File: config.mk
export PLATFORM = sky130hd
export DESIGN_NAME = pc_sequencer
export DESIGN_NICKNAME = d
export VERILOG_FILES = /design/src/rtl/pc_seq_pkg.sv /design/src/rtl/pc_sequencer_return_stack.sv /design/src/rtl/pc_sequencer.sv
export SDC_FILE = /design/constraint.sdc
export NUM_CORES = 1
export LEC_CHECK = 0
export CAP_MARGIN = 0
export CELL_PAD_IN_SITES_DETAIL_PLACEMENT = 1
export CELL_PAD_IN_SITES_GLOBAL_PLACEMENT = 1
export CORE_MARGIN = 8
export CORE_UTILIZATION = 44
export CTS_CLUSTER_SIZE = 20
export DETAILED_ROUTE_END_ITERATION = 10
export PLACE_DENSITY = 0.94
export SLEW_MARGIN = 10
export SYNTH_ARGS = -nofsm -noshare
export SYNTH_HDL_FRONTEND = slang
export SYNTH_SLANG_ARGS = --single-unit
File: constraint.sdc
create_clock -name clk -period 5.8 [get_ports clk]
set_input_delay 0.58 -clock clk [delete_from_list [all_inputs] [get_ports clk]]
set_output_delay 0.58 -clock clk [all_outputs]
set_load 0.02 [all_outputs]
File: src/rtl/pc_seq_pkg.sv
// Shared types and constants for the program-counter sequencer.
// Optional build macro: PC_SEQ_RETIRE_CNT_EN (adds a retired-instruction counter).
package pc_seq_pkg;

    localparam int ADDR_W_DEF      = 8;
    localparam int STACK_DEPTH_DEF = 4;

    localparam int PRIO_INC    = 0;
    localparam int PRIO_BRANCH = 1;
    localparam int PRIO_CALL   = 2;
    localparam int PRIO_RET    = 3;
    localparam int PRIO_HALT   = 4;

    typedef enum logic [1:0] {
        ST_FETCH,
        ST_EXEC,
        ST_HALTED,
        ST_FAULT
    } state_t;

    typedef enum logic [2:0] {
        ACT_INC    = 3'(PRIO_INC),
        ACT_BRANCH = 3'(PRIO_BRANCH),
        ACT_CALL   = 3'(PRIO_CALL),
        ACT_RET    = 3'(PRIO_RET),
        ACT_HALT   = 3'(PRIO_HALT)
    } act_t;

    // Highest-priority decoder request wins; untaken branch is a plain step.
    function automatic act_t resolve(
        input logic halt,
        input logic ret,
        input logic call,
        input logic br,
        input logic taken
    );
        act_t a;
        if (halt)            a = ACT_HALT;
        else if (ret)        a = ACT_RET;
        else if (call)       a = ACT_CALL;
        else if (br && taken) a = ACT_BRANCH;
        else                 a = ACT_INC;
        return a;
    endfunction

endpackage

File: src/rtl/pc_sequencer_return_stack.sv
// Return-address LIFO; push and pop are never asserted together.
// Only the occupancy counter is reset, so stale entries are simply unreachable.
module return_stack #(
    parameter int W     = 8,
    parameter int DEPTH = 4,
    localparam int PW   = $clog2(DEPTH),
    localparam int LW   = PW + 1
) (
    input  logic          clk,
    input  logic          rst,
    input  logic          push,
    input  logic          pop,
    input  logic [W-1:0]  din,
    output logic [W-1:0]  top,
    output logic          full,
    output logic          empty,
    output logic [LW-1:0] level
);

    logic [W-1:0] mem [DEPTH];

    always_ff @(posedge clk or posedge rst) begin
        if (rst) begin
            level <= '0;
        end else if (push) begin
            level <= level + LW'(1);
        end else if (pop) begin
            level <= level - LW'(1);
        end
    end

    always_ff @(posedge clk) begin
        if (push) begin
            mem[level[PW-1:0]] <= din;
        end
    end

    assign top   = mem[PW'(level - LW'(1))];
    assign full  = (level == LW'(DEPTH));
    assign empty = (level == '0);

endmodule

File: src/rtl/pc_sequencer.sv
// FETCH/EXEC sequencer driving PC en/overwrite, with a hardware return stack.
// Optional build macro: PC_SEQ_RETIRE_CNT_EN adds the retired_cnt output.
module pc_sequencer
    import pc_seq_pkg::*;
#(
    parameter int ADDR_W      = ADDR_W_DEF,
    parameter int STACK_DEPTH = STACK_DEPTH_DEF,
    localparam int LVL_W      = $clog2(STACK_DEPTH) + 1
) (
    input  logic              clk,
    input  logic              rst,
    input  logic [ADDR_W-1:0] pc_addr,
    input  logic              stall,
    input  logic              branch_req,
    input  logic              branch_taken,
    input  logic              call_req,
    input  logic              ret_req,
    input  logic              halt_req,
    input  logic              resume,
    input  logic [ADDR_W-1:0] target,
    output logic              pc_en,
    output logic              pc_overwrite,
    output logic [ADDR_W-1:0] pc_overwrite_data,
    output logic              halted,
    output logic              stack_fault,
    output logic [LVL_W-1:0]  stack_level
`ifdef PC_SEQ_RETIRE_CNT_EN
    ,
    output logic [15:0]       retired_cnt
`endif
);

    state_t            state, next_state;
    act_t              act;
    logic              push, pop;
    logic              full, empty;
    logic [ADDR_W-1:0] top;
    logic              fault_q;

    return_stack #(
        .W     (ADDR_W),
        .DEPTH (STACK_DEPTH)
    ) u_stack (
        .clk   (clk),
        .rst   (rst),
        .push  (push),
        .pop   (pop),
        .din   (pc_addr + ADDR_W'(1)),
        .top   (top),
        .full  (full),
        .empty (empty),
        .level (stack_level)
    );

    always_ff @(posedge clk or posedge rst) begin
        if (rst) begin
            state   <= ST_FETCH;
            fault_q <= 1'b0;
        end else begin
            state <= next_state;
            if (next_state == ST_FAULT) begin
                fault_q <= 1'b1;
            end
        end
    end

    assign act = resolve(halt_req, ret_req, call_req,
                         branch_req, branch_taken);

    // Controls are Mealy in EXEC so the PC moves on the edge leaving EXEC.
    always_comb begin
        next_state        = state;
        pc_en             = 1'b0;
        pc_overwrite      = 1'b0;
        pc_overwrite_data = '0;
        push              = 1'b0;
        pop               = 1'b0;
        unique case (state)
            ST_FETCH: next_state = ST_EXEC;
            ST_EXEC: begin
                if (!stall) begin
                    unique case (act)
                        ACT_HALT: next_state = ST_HALTED;
                        ACT_RET: begin
                            if (empty) begin
                                next_state = ST_FAULT;
                            end else begin
                                pc_overwrite      = 1'b1;
                                pc_overwrite_data = top;
                                pop               = 1'b1;
                                next_state        = ST_FETCH;
                            end
                        end
                        ACT_CALL: begin
                            if (full) begin
                                next_state = ST_FAULT;
                            end else begin
                                pc_overwrite      = 1'b1;
                                pc_overwrite_data = target;
                                push              = 1'b1;
                                next_state        = ST_FETCH;
                            end
                        end
                        ACT_BRANCH: begin
                            pc_overwrite      = 1'b1;
                            pc_overwrite_data = target;
                            next_state        = ST_FETCH;
                        end
                        ACT_INC: begin
                            pc_en      = 1'b1;
                            next_state = ST_FETCH;
                        end
                        default: next_state = ST_FETCH;
                    endcase
                end
            end
            ST_HALTED: begin
                if (resume) begin
                    next_state = ST_FETCH;
                end
            end
            ST_FAULT: next_state = ST_FAULT;
            default:  next_state = ST_FETCH;
        endcase
    end

    assign halted      = (state == ST_HALTED);
    assign stack_fault = fault_q;

`ifdef PC_SEQ_RETIRE_CNT_EN
    logic retire;

    assign retire = (state == ST_EXEC) && !stall &&
                    ((next_state == ST_FETCH) ||
                     (next_state == ST_HALTED));

    always_ff @(posedge clk or posedge rst) begin
        if (rst) begin
            retired_cnt <= '0;
        end else if (retire && (retired_cnt != 16'hFFFF)) begin
            retired_cnt <= retired_cnt + 16'd1;
        end
    end
`endif

endmodule

* After elaboration in Yosys (flattened, before gate mapping)
Memories as Yosys holds them, arrays and structs flattened. Cells that the tools add are included.
Storage, ports and cells: output and inout port bits 15, bits in registers 6, memories 1, latch bits 0, ROM bits 0, input port bits 25, memory bits (writable) 32, word-level logic and storage cells 54
Operators by class: multiply operators 0, equality and inequality tests 9, order comparisons 0, bitwise logic cells 0, shift operators 0, div/mod/pow operators 0, mux-type cells 33, reduce and logical (&&, ||, !) cells 5, add/sub/neg operators 3
Memory list:
- u_stack.mem | depth 4, width 8, rd ports 1, clocked after memory_dff 0, wr ports 1, RTL line pc_sequencer_return_stack.sv:20 | logic [W-1:0] mem [DEPTH];
Operators with widths (number):
- $mux W8 | 4
- $pmux W8 S3 | 1
- $mux W1 | 16
- $mux W2 | 6
- $mux W3 | 3
- $add A8 B1 Y8 const B | 1
- $pmux W2 S4 | 1
- $eq A2 B2 Y1 const B | 3
- $eq A3 B2 Y1 const B | 2
- $eq A3 B3 Y1 const B | 2
- $logic_not A3 Y1 | 2
- $pmux W2 S3 | 1
- $add A3 B1 Y3 const B | 1
- $eq A3 B1 Y1 const B | 1
- $pmux W1 S3 | 1
- $sub A3 B1 Y3 const B | 1
- $eq A2 B1 Y1 const B | 1
- $logic_not A2 Y1 | 1
- $reduce_bool A2 Y1 | 1
- $logic_and A1 B1 Y1 | 1

* Depth between registers and ports, before layout
depth in word-level cells 11, mapped depth 8, gate-level depth less buffers 6

* Hierarchy
Synthesis repeated with hierarchy kept, for this count alone.
Unflattened totals: cell total of the unflattened synthesis 144, area, all modules 1969.4 µm²
By module, submodules not included:
- return_stack | cells each 71, area an instance 1432.6 µm², times used 1, sequential area each 1036.0 µm²
- pc_sequencer | cells each 73, area an instance 536.8 µm², times used 1, sequential area each 75.1 µm²

* Least setup slack after synthesis
Ideal clock, no wire load.
kind register to output, start point register u_stack.level[0], end point output pc_overwrite_data[0], cell stages (with the launch flop) 8, arrival time 2.135 ns, path buffers 2, slack 3.085 ns, cell sequence dfrtp_1 buf_2 inv_1 ha_1 clkbuf_1 mux4_2 a22oi_1 nor2_1
On the way: longest elaborated chain between the ends 6, elaborated cells between the ends (all ways) 9
RTL lines:
- from (decl) | RTL line pc_sequencer_return_stack.sv:17 | output logic [LW-1:0] level
- from (signal assigned) | RTL line pc_sequencer_return_stack.sv:26 | level <= level + LW'(1);
- from (signal assigned) | RTL line pc_sequencer_return_stack.sv:28 | level <= level - LW'(1);
- $sub A3 B1 Y3
- $mem_v2 Z4 W8
- $mux W8 | RTL line pc_sequencer.sv:85 | if (empty) begin
- $pmux W8 S3 (*) | RTL line pc_sequencer.sv:82 | unique case (act)
- $mux W8 (*) | RTL line pc_sequencer.sv:81 | if (!stall) begin
- $mux W8 (*) | RTL line pc_sequencer.sv:78 | unique case (state)
- to (decl) | RTL line pc_sequencer.sv:23 | output logic [ADDR_W-1:0] pc_overwrite_data,
Every way passes the cells marked *; elsewhere a longest branch is shown, timed or not.

* Worst setup path in the final report
start point register u_stack.level[0], end point output pc_overwrite_data[1]
Same word-level chain as after synthesis.

==> impl_metrics.tcl <==
set metrics [dict create \
    reg2reg_from "u_stack.level[0]$_DFFE_PP0P_" \
    synth_warnings 0 \
    syn_area_per_cell_um2 14.0 \
    remaining_drc_errors 0 \
    fp.dieH_um 81.0 \
    crit_required_ps 5220 \
    grt_use_total_pct 14.8 \
    grt_pass1_vias 1358 \
    netlist_top_cells_area "edfxtp_1, mux4_2, dfrtp_1" \
    ys_async_sr_fraction_pct 15.8 \
    cts_inserted_buffers 5 \
    die_w_um 81.0 \
    cp-endpoint "pc_overwrite_data[1]" \
    ys_seq_area_share_pct 59.8 \
    slowest_delay_ps 760 \
    hpwl_um 3650 \
    critPathKind "reg -> out" \
    synth.cells.most_frequent "edfxtp_1, nor2_1, a22oi_1, mux4_2, nand2_1" \
    post-route-util_pct 58.5 \
    gp_congestion 0.782 \
    power.leakage_nw 0.803 \
    tns_ps 0 \
    avgViaCountPerCell 5.60 \
    grt_pass1_wl_um 7280 \
    path_buf_inv 2 \
    crit_cells 6 \
    fp.dieArea_um2 6550 \
    cp-end-kind "output pin" \
    cap_violations 0 \
    crit_chain "inv_1 > ha_1 > mux4_2 > a22oi_1 > nor2_1 > clkdlybuf4s50_1" \
    finalSetupViolations 0 \
    start_kind "register" \
    ctsLongestPathBuffers 2 \
    yosys.cell_types.count 34 \
    ctsResizeCount 0 \
    pwr_density_cell_nw_per_um2 328 \
    crit_fanout 12 \
    fmax_ghz 0.269 \
    fin_skew_ps 4.48 \
    cts_hold_buf 0 \
    crit_path_top_delay_cell "dfrtp_1" \
    wire_per_inst_um 20.4 \
    synth_cells 133 \
    clock-sinks 38 \
    synth_area_leader_cell "edfxtp_1" \
    syn2layout_area_growth_pct 27.0 \
    rows 23 \
    clockRootBuffer "clkbuf_8" \
    io_pins 40 \
    post_cts_buffers 0 \
    synth.net_count 164 \
    routed_wl_um 4580 \
    dpl_cell_area_um2 2280 \
    arrival_ps 3140 \
    dr.pass1.iters 4 \
    grt_setup_unrepaired "no" \
    start_util_pct 46.1 \
    placeableCoreArea_um2 4030 \
    synthFlopType "edfxtp_1" \
    yosysMostFrequentCell "edfxtp_1" \
    vias 1255 \
    final_nets 206 \
    slew_headroom_pct 56.4 \
    drtIter0Drc 67 \
    whs_ps 509 \
    synth_top_area_share_pct 51.8 \
    hp-class "reg -> reg" \
    diodes 0 \
    worst_path_dominant_cell_family "buffers and inverters" \
    ys_seq_elements 38 \
    r2r_slack_ps 3190 \
    antenna_found_initial 0 \
    grt_max_degree 13 \
    clk_pin_slew_ps 70 \
    drtAntennaViolNets 0 \
    drive_gt1_share_pct 8.05 \
    cts_tree "built" \
    vdd_ir_drop_max_mv 0.200 \
    final_area_um2 2360 \
    worst_pin_slew_ps 654 \
    fin_crit_sh_pct 64.1 \
    hold_viol 0 \
    portBuffers 39 \
    synth_edf_count 32 \
    drv_slew 0 \
    post-route-min-period_ps 3720 \
    reg2reg_depth 6 \
    cp-startpoint "u_stack.level[0]$_DFFE_PP0P_" \
    r2r_end "u_stack.mem[3][1]$_DFFE_PP_" \
    fillers 409 \
    netlist_area_um2 1860 \
    h-tree-depth 2 \
    clk_latency_ps 280 \
    status "finished, final reports clean" \
    overflow 0 \
]
-- worst min-delay path by stage --
stage | start | slack (ps) | to | cells after the start
after CTS | stack_fault$_DFFE_PP0N_ | 520 | stack_fault$_DFFE_PP0N_ | 1
after global placement | stack_fault$_DFFE_PP0N_ | 470 | stack_fault$_DFFE_PP0N_ | 1
after detailed placement | stack_fault$_DFFE_PP0N_ | 500 | stack_fault$_DFFE_PP0N_ | 1
after floorplan | rst | 370 | stack_fault$_DFFE_PP0N_ | 1
after global routing | rst | 540 | u_stack.level[1]$_DFFE_PP0P_ | 2
final | stack_fault$_DFFE_PP0N_ | 510 | stack_fault$_DFFE_PP0N_ | 1
-- layout by cell type (no fill, tap or decap), types with 4 or more instances in the layout --
cell / synthesis / layout
nor2_1: 13 / 13
dfrtp_1: 6 / 6
nand2_1: 7 / 7
mux4_2: 8 / 8
edfxtp_1: 32 / 32
a22oi_1: 8 / 8
xor2_1: 4 / 4
xnor2_1: 4 / 4
nand3_1: 5 / 5
and2_1: 5 / 5
clkdlybuf4s50_1: 0 / 39
inv_1: 5 / 5
ha_1: 6 / 6
clkbuf_8: 0 / 5
-- power by group --
part	switching, mW	total [mW]	internal (mW)
clock	0.0822	0.160	0.0783
sequential	0.0341	0.349	0.315
combinational	0.128	0.263	0.135
total	0.244	0.773	0.528
-- sequential cells by signal, indices dropped and copies added, names as in the netlist --
name and count:
stack_fault 1, state 2, u_stack.level 3, u_stack.mem 32
-- layout make-up --
cell class / count / area [µm²] / share of cell area [%]
inverters: 5 / 18.8 / 0.796
clock buffers: 5 / 68.8 / 2.92
clock inverters: 1 / 3.75 / 0.159
flip-flops and latches: 38 / 1110 / 47.1
well taps: 50 / 62.6 / 2.65
repair buffers: 39 / 390 / 16.6
multi-input cells: 86 / 702 / 29.8
-- routing by layer --
metal,GRT usage [%],vias to the layer above,share of wire [%]
met3,4.30,6,6.2
met1,17.0,632,41
li1,-,580,-
met5,0,-,0
met4,3.75,0,0.85
met2,26.4,37,51
-- per-stage QoR --
step	power (mW)	std cells	setup slack, ps
floorplan	0.527	133	3090
global placement	0.596	218	2480
detailed placement	0.620	218	2350
CTS	0.777	224	2030
global route	0.814	224	1840
finish	0.773	224	2080
-- kinds of logic after synthesis --
logic type / after synthesis / share of synthesized area (%)
AO/OA/AOI/OAI: 21 / 8.29
XOR/XNOR: 8 / 3.77
adder cells (fa/ha/maj): 6 / 4.04
buffers and inverters: 9 / 2.36
flip-flops: 38 / 59.8
multiplexers: 8 / 9.70
AND/OR/NAND/NOR: 43 / 12.0
(Power assumes the default switching activity.)
